### config.mk
export PLATFORM = sky130hd
export DESIGN_NAME = acc16_feeder_flat
export DESIGN_NICKNAME = d
export VERILOG_FILES = /design/src/rtl/acc_pkg.sv /design/src/rtl/acc16_feeder_if.sv /design/src/rtl/acc16_feeder_mul.sv /design/src/rtl/acc16_feeder.sv /design/src/flat_wrapper.sv
export SDC_FILE = /design/constraint.sdc
export NUM_CORES = 1
export LEC_CHECK = 0
export BUFFER_PORTS_ARGS = -buffer_cell sky130_fd_sc_hd__clkbuf_2
export CAP_MARGIN = 10
export CORE_MARGIN = 1.5
export CORE_UTILIZATION = 25
export CTS_BUF_LIST = sky130_fd_sc_hd__clkbuf_4 sky130_fd_sc_hd__clkbuf_8
export DETAILED_ROUTE_END_ITERATION = 6
export SLEW_MARGIN = 10
export SYNTH_ARGS = -nofsm -noshare
export SYNTH_HDL_FRONTEND = slang
export SYNTH_SLANG_ARGS = --single-unit
### constraint.sdc
create_clock -name clk -period 2.2 [get_ports clk]
set_input_delay 0.33 -clock clk [delete_from_list [all_inputs] [get_ports clk]]
set_output_delay 0.33 -clock clk [all_outputs]
set_load 0.05 [all_outputs]
### src/rtl/acc_pkg.sv
`default_nettype none
// acc_pkg: shared widths, frame constants and feeder state encoding for acc16 and its feeder.
// Rev 1.0
package acc_pkg;

    localparam int N_TERMS     = 16;
    localparam int SLOT_CYCLES = 3;
    localparam int X_W         = 8;
    localparam int W_W         = 12;
    localparam int B_W         = 8;
    localparam int DIN_W       = X_W + W_W;
    localparam int IDX_W       = $clog2(N_TERMS);
    localparam int CNT_W       = $clog2(N_TERMS + 1);
    localparam int SC_W        = $clog2(SLOT_CYCLES);

    typedef enum logic [1:0] {
        IDLE = 2'd0,
        RUN  = 2'd1,
        DONE = 2'd2
    } feeder_state_t;

endpackage
`default_nettype wire

### src/rtl/acc16_feeder_if.sv
`default_nettype none
// acc16_feeder_if: operand fetch handshake between the activation/weight store and the feeder.
// Rev 1.0
interface acc16_feeder_if;
    import acc_pkg::*;

    logic             in_valid;
    logic             in_ready;
    logic [X_W-1:0]   x_in;
    logic [W_W-1:0]   w_in;

    modport master (output in_valid, output x_in, output w_in, input in_ready);
    modport slave  (input in_valid, input x_in, input w_in, output in_ready);

endinterface
`default_nettype wire

### src/rtl/acc16_feeder_mul.sv
`default_nettype none
// feeder_mul: combinational X_W x W_W full-width multiplier, signed when FEEDER_SIGNED_EN is defined.
// Rev 1.0
module feeder_mul
    import acc_pkg::*;
(
    input  logic [X_W-1:0]   x_i,
    input  logic [W_W-1:0]   w_i,
    output logic [DIN_W-1:0] p_o
);

`ifdef FEEDER_SIGNED_EN
    assign p_o = $signed({{W_W{x_i[X_W-1]}}, x_i}) * $signed({{X_W{w_i[W_W-1]}}, w_i});
`else
    assign p_o = {{W_W{1'b0}}, x_i} * {{X_W{1'b0}}, w_i};
`endif

endmodule
`default_nettype wire

### src/rtl/acc16_feeder.sv
`default_nettype none
// acc16_feeder: fetches N_TERMS operand pairs, drives products to acc16 on a fixed slot cadence.
// Rev 1.0 -- FEEDER_SIGNED_EN selects two's complement operands and products.
module acc16_feeder
    import acc_pkg::*;
(
    input  logic              clk,
    input  logic              rst,
    input  logic              start,
    input  logic [B_W-1:0]    bias_in,
    acc16_feeder_if.slave     op,
    output logic [DIN_W-1:0]  din,
    output logic [B_W-1:0]    b,
    output logic              acc_clr,
    output logic              slot_vld,
    output logic [IDX_W-1:0]  idx,
    output logic              busy,
    output logic              done,
    output logic              underrun
);

    feeder_state_t     state_q, state_d;
    logic [DIN_W-1:0]  din_q, din_d;
    logic [B_W-1:0]    b_q, b_d;
    logic [IDX_W-1:0]  idx_q, idx_d;
    logic [SC_W-1:0]   slot_cnt_q, slot_cnt_d;
    logic [CNT_W-1:0]  fetched_q, fetched_d;
    logic              slot_vld_q, slot_vld_d;
    logic              underrun_q, underrun_d;

    logic [DIN_W-1:0]  prod_w;
    logic              fetch_w;
    logic              more_w;

    feeder_mul u_mul (
        .x_i (op.x_in),
        .w_i (op.w_in),
        .p_o (prod_w)
    );

    assign fetch_w     = (slot_cnt_q == SC_W'(SLOT_CYCLES - 1));
    assign more_w      = (fetched_q < CNT_W'(N_TERMS));
    assign op.in_ready = (state_q == RUN) && fetch_w && more_w;

    always_comb begin
        state_d    = state_q;
        din_d      = din_q;
        b_d        = b_q;
        idx_d      = idx_q;
        slot_cnt_d = slot_cnt_q;
        fetched_d  = fetched_q;
        slot_vld_d = slot_vld_q;
        underrun_d = underrun_q;
        case (state_q)
            IDLE: begin
                if (start) begin
                    b_d        = bias_in;
                    fetched_d  = '0;
                    slot_cnt_d = SC_W'(SLOT_CYCLES - 1);
                    underrun_d = 1'b0;
                    state_d    = RUN;
                end
            end
            RUN: begin
                if (fetch_w && more_w) begin
                    // A missing operand still consumes its slot so pacing never slips.
                    din_d      = op.in_valid ? prod_w : '0;
                    underrun_d = underrun_q | ~op.in_valid;
                    idx_d      = fetched_q[IDX_W-1:0];
                    fetched_d  = fetched_q + CNT_W'(1);
                    slot_cnt_d = '0;
                    slot_vld_d = 1'b1;
                end else if (fetch_w) begin
                    din_d      = '0;
                    slot_vld_d = 1'b0;
                    state_d    = DONE;
                end else begin
                    slot_cnt_d = slot_cnt_q + SC_W'(1);
                end
            end
            DONE:    state_d = IDLE;
            default: state_d = IDLE;
        endcase
    end

    always_ff @(posedge clk or negedge rst) begin
        if (!rst) begin
            state_q    <= IDLE;
            din_q      <= '0;
            b_q        <= '0;
            idx_q      <= '0;
            slot_cnt_q <= '0;
            fetched_q  <= '0;
            slot_vld_q <= 1'b0;
            underrun_q <= 1'b0;
        end else begin
            state_q    <= state_d;
            din_q      <= din_d;
            b_q        <= b_d;
            idx_q      <= idx_d;
            slot_cnt_q <= slot_cnt_d;
            fetched_q  <= fetched_d;
            slot_vld_q <= slot_vld_d;
            underrun_q <= underrun_d;
        end
    end

    assign din      = din_q;
    assign b        = b_q;
    assign idx      = idx_q;
    assign slot_vld = slot_vld_q;
    assign underrun = underrun_q;
    assign busy     = (state_q == RUN);
    assign done     = (state_q == DONE);
    assign acc_clr  = (state_q != RUN);

endmodule
`default_nettype wire

### src/flat_wrapper.sv
// flat-port wrapper written by rule: the top's interface ports become plain ports
module acc16_feeder_flat import acc_pkg::*;
  (clk, rst, start, bias_in, din, b, acc_clr, slot_vld, idx, busy, done, underrun, op_in_valid, op_x_in, op_w_in, op_in_ready);
  acc16_feeder_if op_i ();
  input  logic clk;
  input  logic rst;
  input  logic start;
  input  logic [B_W-1:0] bias_in;
  output logic [DIN_W-1:0] din;
  output logic [B_W-1:0] b;
  output logic acc_clr;
  output logic slot_vld;
  output logic [IDX_W-1:0] idx;
  output logic busy;
  output logic done;
  output logic underrun;
  input wire logic [$bits(op_i.in_valid)-1:0] op_in_valid;
  input wire logic [$bits(op_i.x_in)-1:0] op_x_in;
  input wire logic [$bits(op_i.w_in)-1:0] op_w_in;
  output wire logic [$bits(op_i.in_ready)-1:0] op_in_ready;
  assign op_i.in_valid = op_in_valid;
  assign op_i.x_in = op_x_in;
  assign op_i.w_in = op_w_in;
  assign op_in_ready = op_i.in_ready;
  acc16_feeder u_core (.clk(clk), .rst(rst), .start(start), .bias_in(bias_in), .op(op_i), .din(din), .b(b), .acc_clr(acc_clr), .slot_vld(slot_vld), .idx(idx), .busy(busy), .done(done), .underrun(underrun));
endmodule
==> results.md, run 1 <==
* Outcome: complete, but fails checks
* Failing checks: setup timing
* Register area share after synthesis at 22.3%
* # IOs at 70
* Worst-Margin Slew at 0.571 ns
* Power after layout at 8.15 mW
* H-tree depth at 2
* Post-synth EDFFs at 0
* Post-Syn Area at 4820 um2
* Final Hold Viols at 0
* TNS Setup at -20.43 ns
* Synth area leaders: fa_1, dfrtp_1, ha_1, and2_1, inv_1
* Avg WL per Cell at 12.5 um
* Clock latency at the later pin of the worst-skew pair at 0.30 ns
* Leakage at 3.26 nW
* DP HPWL at 9380 um
* Final setup vio count at 16
* Ys flop type: dfrtp_1
* Post-DP Area at 6110 um2
* Core region area at 18800 um2
* CP startpoint kind: primary input
* CP Launch Point: op_x_in[5]
* Finished Cell Area at 6680 um2
* Fin crit share at 173%
* Worst setup EP type: flop
* Vias per cell at 4.27
* Ys async rst share at 100%
* ANT nets after route at 0
* Initial Util at 25.6%
* Critical path arrival at 4.05 ns
* FP Rows at 50
* Worst setup margin at -1.61 ns
* Via count at 3930
* Diode count at 0
* Worst path cell trace: clkbuf_16 -> buf_6 -> and2_4 -> fa_1 -> inv_1 -> fa_1 -> inv_1 -> fa_1 -> inv_1 -> fa_1 -> inv_2 -> ha_4 -> o21a_1 -> o211ai_1 -> buf_4 -> or4_1 -> nand3_1
* Pre-CTS setup slack at -2.04 ns
* Worst vdd ir at 653 uV
* Post-Synthesis Mean Instance Area at 9.11 um2
* CTS tree: done
* Nets@finish at 792
* Maxcap violations at 0
* Vias in the first global route at 4208
* Largest net degree at the start of global routing at 44
* Die height at 142 um
* Pre-antenna DRT Iters at 4
* Buf+Inv Stages, Crit Path at 7
* Die W at 142 um
* CP Max Fanout at 8
* FF+latch count, synth at 43
* PwrDens at 1220 nW/um2
* Min cycle time layout at 3.81 ns
* RSZ-0062 raised after global routing: yes
* Critical Path Slowest Stage Cell: fa_1
* Fmax at 0.263 GHz
* Buffers on Ports at 69
* Share of cells above drive strength 1 at 36.5%
* Slowest stage delay, CP at 0.49 ns
* Gr ovfl total at 0
* Fin. max-slew vios at 0
* Gpl congestion at 0.760
* Root buffer cell: clkbuf_8
* Worst-case clock buffer depth at 2
* Rel. slew slack at 61.9%
* Mapped Nets at 662
* Origin of the critical flop-to-flop path: u_core.slot_cnt_q[0]
* Skew final at 0.00913 ns
* Area Growth Syn to Fin at 38.5%
* 1st-iter DRT viols at 138
* Antenna violations before repair at 0
* CTS clk-pin slew, worst paths at 0.09 ns
* CP top delay family: adder cells
* Top cell type's share of synthesized area at 24.9%
* Yosys Warn Count at 0
* WP data required at 2.44 ns
* Class of the worst hold path: in2async
* Routed WL at 11500 um
* DRC errors left at 0
* Count of different cell masters after synthesis at 45
* CP most frequent cell: fa_1
* Mapped Cells at 529
* First-pass GRT wire length at 20100 um
* Total track usage at 12.4%
* Crit path kind: in2reg
* CTS sink cnt at 43
* CTS Buf Count at 5
* DIE AREA at 20100 um2
* Post-CTS Hold Buffers at 0
* Largest area contributor in the netlist: fa_1
logic make-up after synthesis:
| logic type | synth area share [%] |
|---|---|
| simple gates | 20.7 |
| buf+inv | 8.07 |
| fa+ha+maj | 35.6 |
| compound gates | 9.21 |
| flops | 22.3 |
| xor+xnor | 2.54 |
| mux | 1.56 |
cells in the mapped netlist, types with 2 or more instances:
master and count:
a22o_1 5, and2_1 80, inv_1 85, nor2_1 18
xnor2_1 5, nor2b_1 2, o21a_1 2, fa_1 60
mux2i_1 3, mux2_2 4, xor2_1 9, nand2_1 72
nand2b_1 2, nor3_1 2, nor3b_1 2, ha_1 41
a31oi_1 3, a21o_1 3, dfrtp_1 43, nand3_1 5
clkbuf_1 14, o21ai_0 21, nand4_1 2, a21oi_1 18
o211ai_1 6, a22oi_1 2, buf_2 2
final timing paths:
kind,to,slack (ns),cells past startpoint
min in group clk,u_core.b[6],0.21,3
worst min register to register,u_core.b[6],0.48,2
worst min-delay path,u_core.din[4],0.09,2
worst max-delay path,u_core.din[16],-1.61,17
worst max register to register,u_core.din[16],0.25,5
max in group asynchronous,u_core.slot_cnt_q[0],1.71,2
routing by layer:
metal,track usage [%],wire (um),vias to the layer above
met4,2.06,114,0
met5,0,0,-
met2,21.5,5690,48
met1,15.9,5240,1952
li1,-,-,1921
met3,2.83,484,9
repair_timing:
action                     in CTS  in global routing
setup buffers                   3                  3
pin swaps                      47                 52
hold endpoints to repair        0                  0
resized for setup              50                 59
setup endpoints to repair      17                 17
gates cloned                    2                  1
layout by cell type (no fill, tap or decap), types with 3 or more instances in the layout:
master	count
nand2_1	66
inv_1	71
a21oi_2	9
o21ai_2	3
nor2_1	17
mux2i_1	3
o21ai_0	9
a21oi_1	6
buf_8	6
a21o_1	3
mux2_2	4
o211ai_1	6
clkbuf_8	8
and2_4	24
nand2_2	5
a21oi_4	3
nand3_1	5
xnor2_1	3
clkbuf_16	5
buf_4	61
ha_1	26
fa_1	55
xor2_1	9
buf_6	10
a22o_1	5
dfrtp_1	43
and2_1	56
fa_2	5
o21ai_1	11
inv_2	14
clkbuf_2	54
ha_4	14
layout make-up:
| type | count | area (um2) |
|---|---|---|
| Clock inverter | 3 | 46.3 |
| Tap cell | 260 | 325 |
| Clock buffer | 5 | 68.8 |
| Inverter | 85 | 319 |
| Timing Repair Buffer | 140 | 1100 |
| Sequential cell | 43 | 1080 |
| Multi-Input combinational cell | 384 | 3740 |
| Fill cell | 1951 | 12200 |
registers in the layout, summed over array words and instances (netlist names):
| register | flops |
|---|---|
| u_core.fetched_q | 5 |
| u_core.idx | 4 |
| u_core.underrun | 1 |
| u_core.state_q | 2 |
| u_core.b | 8 |
| u_core.slot_vld | 1 |
| u_core.din | 20 |
| u_core.slot_cnt_q | 2 |
power by group:
| group | internal [mW] | switching [mW] | total, mW |
|---|---|---|---|
| clock network | 0.342 | 0.293 | 0.635 |
| logic | 2.66 | 3.56 | 6.22 |
| registers | 1.10 | 0.195 | 1.30 |
| total | 4.11 | 4.05 | 8.15 |
stage by stage:
| stage | hold WS, ns | util [%] | std cells |
|---|---|---|---|
| after floorplan | 0.0344 | - | 529 |
| after global placement | 0.459 | 32.4 | 904 |
| after detailed placement | 0.461 | 32.4 | 904 |
| after CTS | 0.121 | 34.5 | 917 |
| after global routing | 0.148 | 35.4 | 920 |
| final | 0.0914 | 35.4 | 920 |
Power figures use the tool's default switching activity.
==> inputs of run 2 (changes only) <==
==> constraint.sdc (replaced) <==
create_clock -name clk -period 2.2 [get_ports clk]
set_input_delay 0.22 -clock clk [delete_from_list [all_inputs] [get_ports clk]]
set_output_delay 0.22 -clock clk [all_outputs]
set_load 0.05 [all_outputs]
==> run 2 against run 1 <==
Cell count up 1.1%. Combinational power up 3%. Die area unchanged. Register-to-register slack worse by 0.02 ns. Global-route usage up 0.16 points. Critical path depth shrank 2. Clock skew shrank 0.0050 ns. Sequential share of layout area fell by 0.25 points. The flow still finishes with violations (setup timing). Clock-buffer cell count stayed put. Via count increased by 1.1%. First-iteration DRC count fell by 13%. Maximum frequency rose by 3.8%.
==> results.md, run 2 (synthesis results as in run 1) <==
* Outcome: complete, but fails checks (unchanged)
* Failing checks: setup timing (unchanged)
* Origin of the critical flop-to-flop path: u_core.slot_cnt_q[0] (unchanged)
* Post-Place Cells at 909 (was 904)
* Final Non-Filler Cells at 930 (was 920)
* Largest net degree at the start of global routing at 28 (was 44)
* Hold-critical path depth at 3
* RSZ-0062 raised after global routing: yes (unchanged)
* CP startpoint kind: primary input (unchanged)
* CTS Buf Count at 5 (unchanged)
* Slowest stage delay, CP at 0.57 ns (was 0.49 ns)
* # IOs at 70 (unchanged)
* Maxcap violations at 0 (unchanged)
* Grt met2 use at 23.4% (was 21.5%)
* Final setup vio count at 16 (unchanged)
* Die W at 142 um (unchanged)
* CP Max Fanout at 5 (was 8)
* Leakage at 3.34 nW (was 3.26 nW)
* Total track usage at 12.5% (was 12.4%)
* DRC errors left at 0 (unchanged)
* DP HPWL at 9620 um (was 9380 um)
* Finished Cell Area at 6780 um2 (was 6680 um2)
* Most frequent cells in the layout: inv_1, buf_4, nand2_1 (was inv_1, nand2_1, buf_4)
* Antenna violations before repair at 0 (unchanged)
* TNS Setup at -18.29 ns (was -20.43 ns)
* Worst-Margin Slew at 0.700 ns (was 0.571 ns)
* Largest register FFs at 20 (unchanged)
* ANT nets after route at 0 (unchanged)
* Area Growth Syn to Fin at 40.7% (was 38.5%)
* Nets@finish at 802 (was 792)
* Hold_sp: bias_in[7]
* Routed WL at 11800 um (was 11500 um)
* Most common cell after layout, fill and taps aside: inv_1 (unchanged)
* DIE AREA at 20100 um2 (unchanged)
* Multi-input logic area at 3750 um2 (was 3740 um2)
* Min cycle time layout at 3.67 ns (was 3.81 ns)
* Crit. path cell count at 15 (was 17)
* Pre-antenna DRT Iters at 4 (unchanged)
* Skew final at 0.00416 ns (was 0.00913 ns)
* Buffers on Ports at 69 (unchanged)
* Fillers at 1905 (was 1951)
* First-pass GRT wire length at 20400 um (was 20100 um)
* Worst setup EP type: flop (unchanged)
* Met3 Usage GRT at 2.23% (was 2.83%)
* Worst path cell trace: clkbuf_16 -> and2_4 -> fa_1 -> fa_1 -> fa_1 -> inv_1 -> fa_1 -> inv_2 -> ha_4 -> a21oi_2 -> o21ai_2 -> or3_4 -> a31oi_4 -> xor2_1 -> o21ai_1 (was clkbuf_16 -> buf_6 -> and2_4 -> fa_1 -> inv_1 -> fa_1 -> inv_1 -> fa_1 -> inv_1 -> fa_1 -> inv_2 -> ha_4 -> o21a_1 -> o211ai_1 -> buf_4 -> or4_1 -> nand3_1)
* FF-to-FF End: u_core.din[16] (unchanged)
* Final hold slack at 0.103 ns (was 0.0914 ns)
* Clock latency at the later pin of the worst-skew pair at 0.30 ns (about the same)
* Via count at 3972 (was 3930)
* Diode count at 0 (unchanged)
* 1st-iter DRT viols at 120 (was 138)
* CTS sink cnt at 43 (unchanged)
* Die height at 142 um (unchanged)
* Initial Util at 25.6% (unchanged)
* Vias in the first global route at 4315 (was 4208)
* Critical path arrival at 3.85 ns (was 4.05 ns)
* R2R Setup Slk at 0.23 ns (was 0.25 ns)
* Met1 Resource Use GR at 15.2% (was 15.9%)
* CTS tree: done (unchanged)
* Class of the worst hold path: in2reg (was in2async)
* Cells on worst reg2reg path at 5 (unchanged)
* Root buffer cell: clkbuf_8 (unchanged)
* Post-DP Area at 6120 um2 (was 6110 um2)
* Fin crit share at 167% (was 173%)
* Worst setup margin at -1.47 ns (was -1.61 ns)
* CP top delay family: adder cells (unchanged)
* CTS clk-pin slew, worst paths at 0.09 ns (about the same)
* Critical Path Slowest Stage Cell: fa_1 (unchanged)
* Power after layout at 8.36 mW (was 8.15 mW)
* Worst vdd ir at 631 uV (was 653 uV)
* WP data required at 2.39 ns (was 2.44 ns)
* Avg WL per Cell at 12.7 um (was 12.5 um)
* CP most frequent cell: fa_1 (unchanged)
* Hold Path Sink: u_core.b[7]
* Busiest metal layer after global routing: met2 (unchanged)
* Gr ovfl total at 0 (unchanged)
* Fmax at 0.273 GHz (was 0.263 GHz)
* Seq. cell area at 1080 um2 (unchanged)
* H-tree depth at 2 (unchanged)
* PwrDens at 1230 nW/um2 (was 1220 nW/um2)
* Vias per cell at 4.27 (about the same)
* Core region area at 18800 um2 (unchanged)
* FP Rows at 50 (unchanged)
* Rel. slew slack at 53.3% (was 61.9%)
* Crit path kind: in2reg (unchanged)
* Gpl congestion at 0.748 (was 0.760)
* Share of cells above drive strength 1 at 37.3% (was 36.5%)
* Fin. max-slew vios at 0 (unchanged)
* Worst-case clock buffer depth at 2 (unchanged)
* Buf+Inv Stages, Crit Path at 3 (was 7)
* Final Hold Viols at 0 (unchanged)
[run 2: per-layer routing]
layer  vias up  share of wire [%]
met1      1971                 45
li1       1947                  -
met2        43                 51
met5         -                  0
met4         0               0.86
met3        11                3.3
[run 2: metrics by stage]
step,setup WS (ns),util (%)
2_1_floorplan,-1.65,-
3_3_place_gp,-1.91,32.5
3_5_place_dp,-1.91,32.5
4_1_cts,-1.46,35.5
5_1_grt,-1.60,36.0
6_report,-1.47,36.0
[run 2: repair_timing]
item                                    in CTS  in global routing
setup buffers                                7                  2
endpoints found under the hold margin       25                  0
resized for setup                           87                 19
pin swaps                                   61                 26
endpoints found under the setup margin      16                 16
gates cloned                                 2                  1
hold buffers                                 1                  0
[run 2: cell type report]
type / count / area share [%]
inverter: 85 / 4.70
clock inverter: 3 / 0.683
timing repair buffer: 150 / 17.6
clock buffer: 5 / 1.01
multi-input combinational: 384 / 55.3
tap: 260 / 4.80
sequential: 43 / 15.9
[run 2: worst max path at each step]
stage	to	start
6_report	u_core.din[15]	op_x_in[4]
5_1_grt	u_core.din[16]	op_w_in[5]
4_1_cts	u_core.din[16]	op_x_in[2]
3_5_place_dp	u_core.din[16]	op_x_in[4]
3_3_place_gp	u_core.din[16]	op_x_in[4]
2_1_floorplan	u_core.din[15]	op_x_in[2]
[run 2: power by group]
group          total (mW)  internal, mW  switching [mW]
logic                6.40          2.77            3.63
registers            1.30          1.10           0.201
clock network       0.655         0.343           0.312
[run 2: tightest hold or removal path: cells and delay by family]
family	cells	cell delay, ns
simple gates	2	0.08
buf+inv	1	0.07
==> inputs of run 3 (changes only) <==
--- a/config.mk
+++ b/config.mk
@@ -15,3 +15,4 @@
 export SYNTH_ARGS = -nofsm -noshare
 export SYNTH_HDL_FRONTEND = slang
 export SYNTH_SLANG_ARGS = --single-unit
+export TNS_END_PERCENT = 1
==> run 3 against run 2 <==
The flow still finishes with violations (setup timing). Hold slack got worse by 0.10 ns. Clock skew increased by 0.0039 ns. Utilization decreased by 2.0 points.
==> results.md, run 3 (synthesis results as in run 1) <==
* Outcome: complete, but fails checks (unchanged)
* Failing checks: setup timing (unchanged)
* FP Rows at 50 (unchanged)
* Multi-input logic area at 3640 um2 (was 3750 um2)
* WP data required at 2.39 ns (about the same)
* Vias in the first global route at 4237 (was 4315)
* CTS Buf Count at 5 (unchanged)
* Total track usage at 12.0% (was 12.5%)
* CP startpoint kind: primary input (unchanged)
* Gate power share at 76.7% (was 76.6%)
* Antenna violations before repair at 0 (unchanged)
* Crit path kind: in2reg (unchanged)
* Pre-antenna DRT Iters at 4 (unchanged)
* Rel. slew slack at 61.7% (was 53.3%)
* Maxcap violations at 0 (unchanged)
* Critical path arrival at 3.89 ns (was 3.85 ns)
* Gpl congestion at 0.794 (was 0.748)
* DIE AREA at 20100 um2 (unchanged)
* CTS sink cnt at 43 (unchanged)
* Via count at 3858 (was 3972)
* Diode count at 0 (unchanged)
* Class of the worst hold path: in2async (was in2reg)
* Avg WL per Cell at 12.2 um (was 12.7 um)
* Die W at 142 um (unchanged)
* First-pass GRT wire length at 19800 um (was 20400 um)
* # IOs at 70 (unchanged)
* Area Growth Syn to Fin at 32.8% (was 40.7%)
* Worst-case clock buffer depth at 2 (unchanged)
* Worst setup margin at -1.50 ns (was -1.47 ns)
* Power share of the clock group at 6.7% (was 7.8%)
* Power after layout at 7.81 mW (was 8.36 mW)
* Gr ovfl total at 0 (unchanged)
* Buffers on Ports at 69 (unchanged)
* RSZ-0062 raised after global routing: yes (unchanged)
* Grt met2 use at 21.4% (was 23.4%)
* Most frequent cells in the layout: inv_1, nand2_1, buf_4 (was inv_1, buf_4, nand2_1)
* Worst setup EP type: flop (unchanged)
* DP HPWL at 9290 um (was 9620 um)
* Final Hold Viols at 0 (unchanged)
* Post-DP Area at 5990 um2 (was 6120 um2)
* Busiest metal layer after global routing: met2 (unchanged)
* PwrDens at 1220 nW/um2 (was 1230 nW/um2)
* Fin. max-slew vios at 0 (unchanged)
* Fin crit share at 168% (was 167%)
* Most common cell after layout, fill and taps aside: inv_1 (unchanged)
* Sw Pwr at 3.90 mW (was 4.14 mW)
* 1st-iter DRT viols at 135 (was 120)
* Largest net degree at the start of global routing at 44 (was 28)
* Min cycle time layout at 3.70 ns (was 3.67 ns)
* CP Max Fanout at 7 (was 5)
* Core region area at 18800 um2 (unchanged)
* Internal Pwr Total at 3.91 mW (was 4.22 mW)
* Skew final at 0.00810 ns (was 0.00416 ns)
* Net Sw Frac at 50.0% (was 49.6%)
* Worst vdd ir at 531 uV (was 631 uV)
* Seq. cell area at 1080 um2 (unchanged)
* Clock latency at the later pin of the worst-skew pair at 0.29 ns (was 0.30 ns)
* Leakage at 3.18 nW (was 3.34 nW)
* CTS clk-pin slew, worst paths at 0.08 ns (was 0.09 ns)
* Fmax at 0.270 GHz (was 0.273 GHz)
* Finished Cell Area at 6400 um2 (was 6780 um2)
* Die height at 142 um (unchanged)
* Fillers at 1986 (was 1905)
* Sequential power share at 16.6% (was 15.6%)
* Share of cells above drive strength 1 at 32.7% (was 37.3%)
* Routed WL at 11100 um (was 11800 um)
* Vias per cell at 4.23 (was 4.27)
* Largest register FFs at 20 (unchanged)
* CTS tree: done (unchanged)
* Initial Util at 25.6% (unchanged)
* Nets@finish at 784 (was 802)
* DRC errors left at 0 (unchanged)
* Met1 Resource Use GR at 15.3% (was 15.2%)
* Worst-Margin Slew at 0.574 ns (was 0.700 ns)
* ANT nets after route at 0 (unchanged)
* Met3 Usage GRT at 2.46% (was 2.23%)
* Final hold slack at 0.000317 ns (was 0.103 ns)
* Root buffer cell: clkbuf_8 (unchanged)
* H-tree depth at 2 (unchanged)
* Final setup vio count at 16 (unchanged)
==> run 3: changes by cell type in the layout (fill, tap and decap cells not counted), moves of 4 or more <==
cell      change
o21ai_0       +6
and2_4        -4
nand2_1       +5
buf_6         -7
o21ai_1       -6
and2_1        +4
buf_4         -5
clkbuf_8      -5
==> run 3: final timing paths <==
path                                            from                end  slack, ns  cells after the start
worst min register to register           u_core.b[2]        u_core.b[2]       0.48                      2
worst max register to register  u_core.slot_cnt_q[0]     u_core.din[16]       0.28                      5
max in group asynchronous                        rst  u_core.state_q[0]       1.81                      2
worst min-delay path                             rst      u_core.din[1]     0.0003                      2
min in group clk                          bias_in[0]        u_core.b[0]       0.11                      3
worst max-delay path                      op_w_in[6]     u_core.din[15]      -1.50                     15
==> run 3: power by group through the flow <==
stage | Combinational (mW) | Clock, mW | Sequential [mW]
4_1_cts | 5.91 | 0.555 | 1.30
3_3_place_gp | 5.53 | 0 | 1.31
2_1_floorplan | 3.06 | 0 | 2.17
6_report | 5.99 | 0.522 | 1.30
5_1_grt | 6.67 | 0.584 | 1.34
3_5_place_dp | 5.57 | 0 | 1.32
==> run 3: what timing repair did <==
item	4_1_cts	5_1_grt
endpoints found under the setup margin	16	17
hold endpoints to repair	0	0
pin swaps	41	37
gates resized for setup	56	33
hold buffers	0	0
setup buffers	3	1
==> run 3: layout make-up <==
type                            instances  area share [%]
Multi-Input combinational cell        384            56.8
Clock buffer                            6            1.29
Timing Repair Buffer                  132            14.9
Inverter                               85            4.98
Clock inverter                          1           0.137
Sequential cell                        43            16.8
Tap cell                              260            5.08
==> run 3: through the flow <==
stage | util (%) | setup TNS (ns) | instances | setup WS [ns]
final | 34.0 | -18.60 | 911 | -1.50
after global routing | 34.0 | -20.47 | 911 | -1.61
after CTS | 33.6 | -18.97 | 910 | -1.53
after detailed placement | 31.8 | -26.83 | 900 | -1.98
after global placement | 31.8 | -26.27 | 900 | -1.99
after floorplan | - | -21.64 | 529 | -1.65
==> run 3: worst max-delay path, stage by stage <==
cell and delay (ns):
clkbuf_16 0.13, and2_4 0.15, fa_1 0.55, fa_1 0.44
fa_1 0.49, inv_1 0.05, fa_1 0.48, inv_2 0.05
ha_4 0.22, o211ai_1 0.11, o21ai_2 0.10, or3_4 0.36
a31oi_4 0.22, xor2_1 0.20, o21ai_1 0.09
==> run 3: layer usage <==
metal,part of all wire (%),wire length (um),vias to the layer above
met1,45,5020,1907
met4,0.41,46,0
met5,0,0,-
met3,3.9,439,4
li1,-,-,1903
met2,51,5620,44
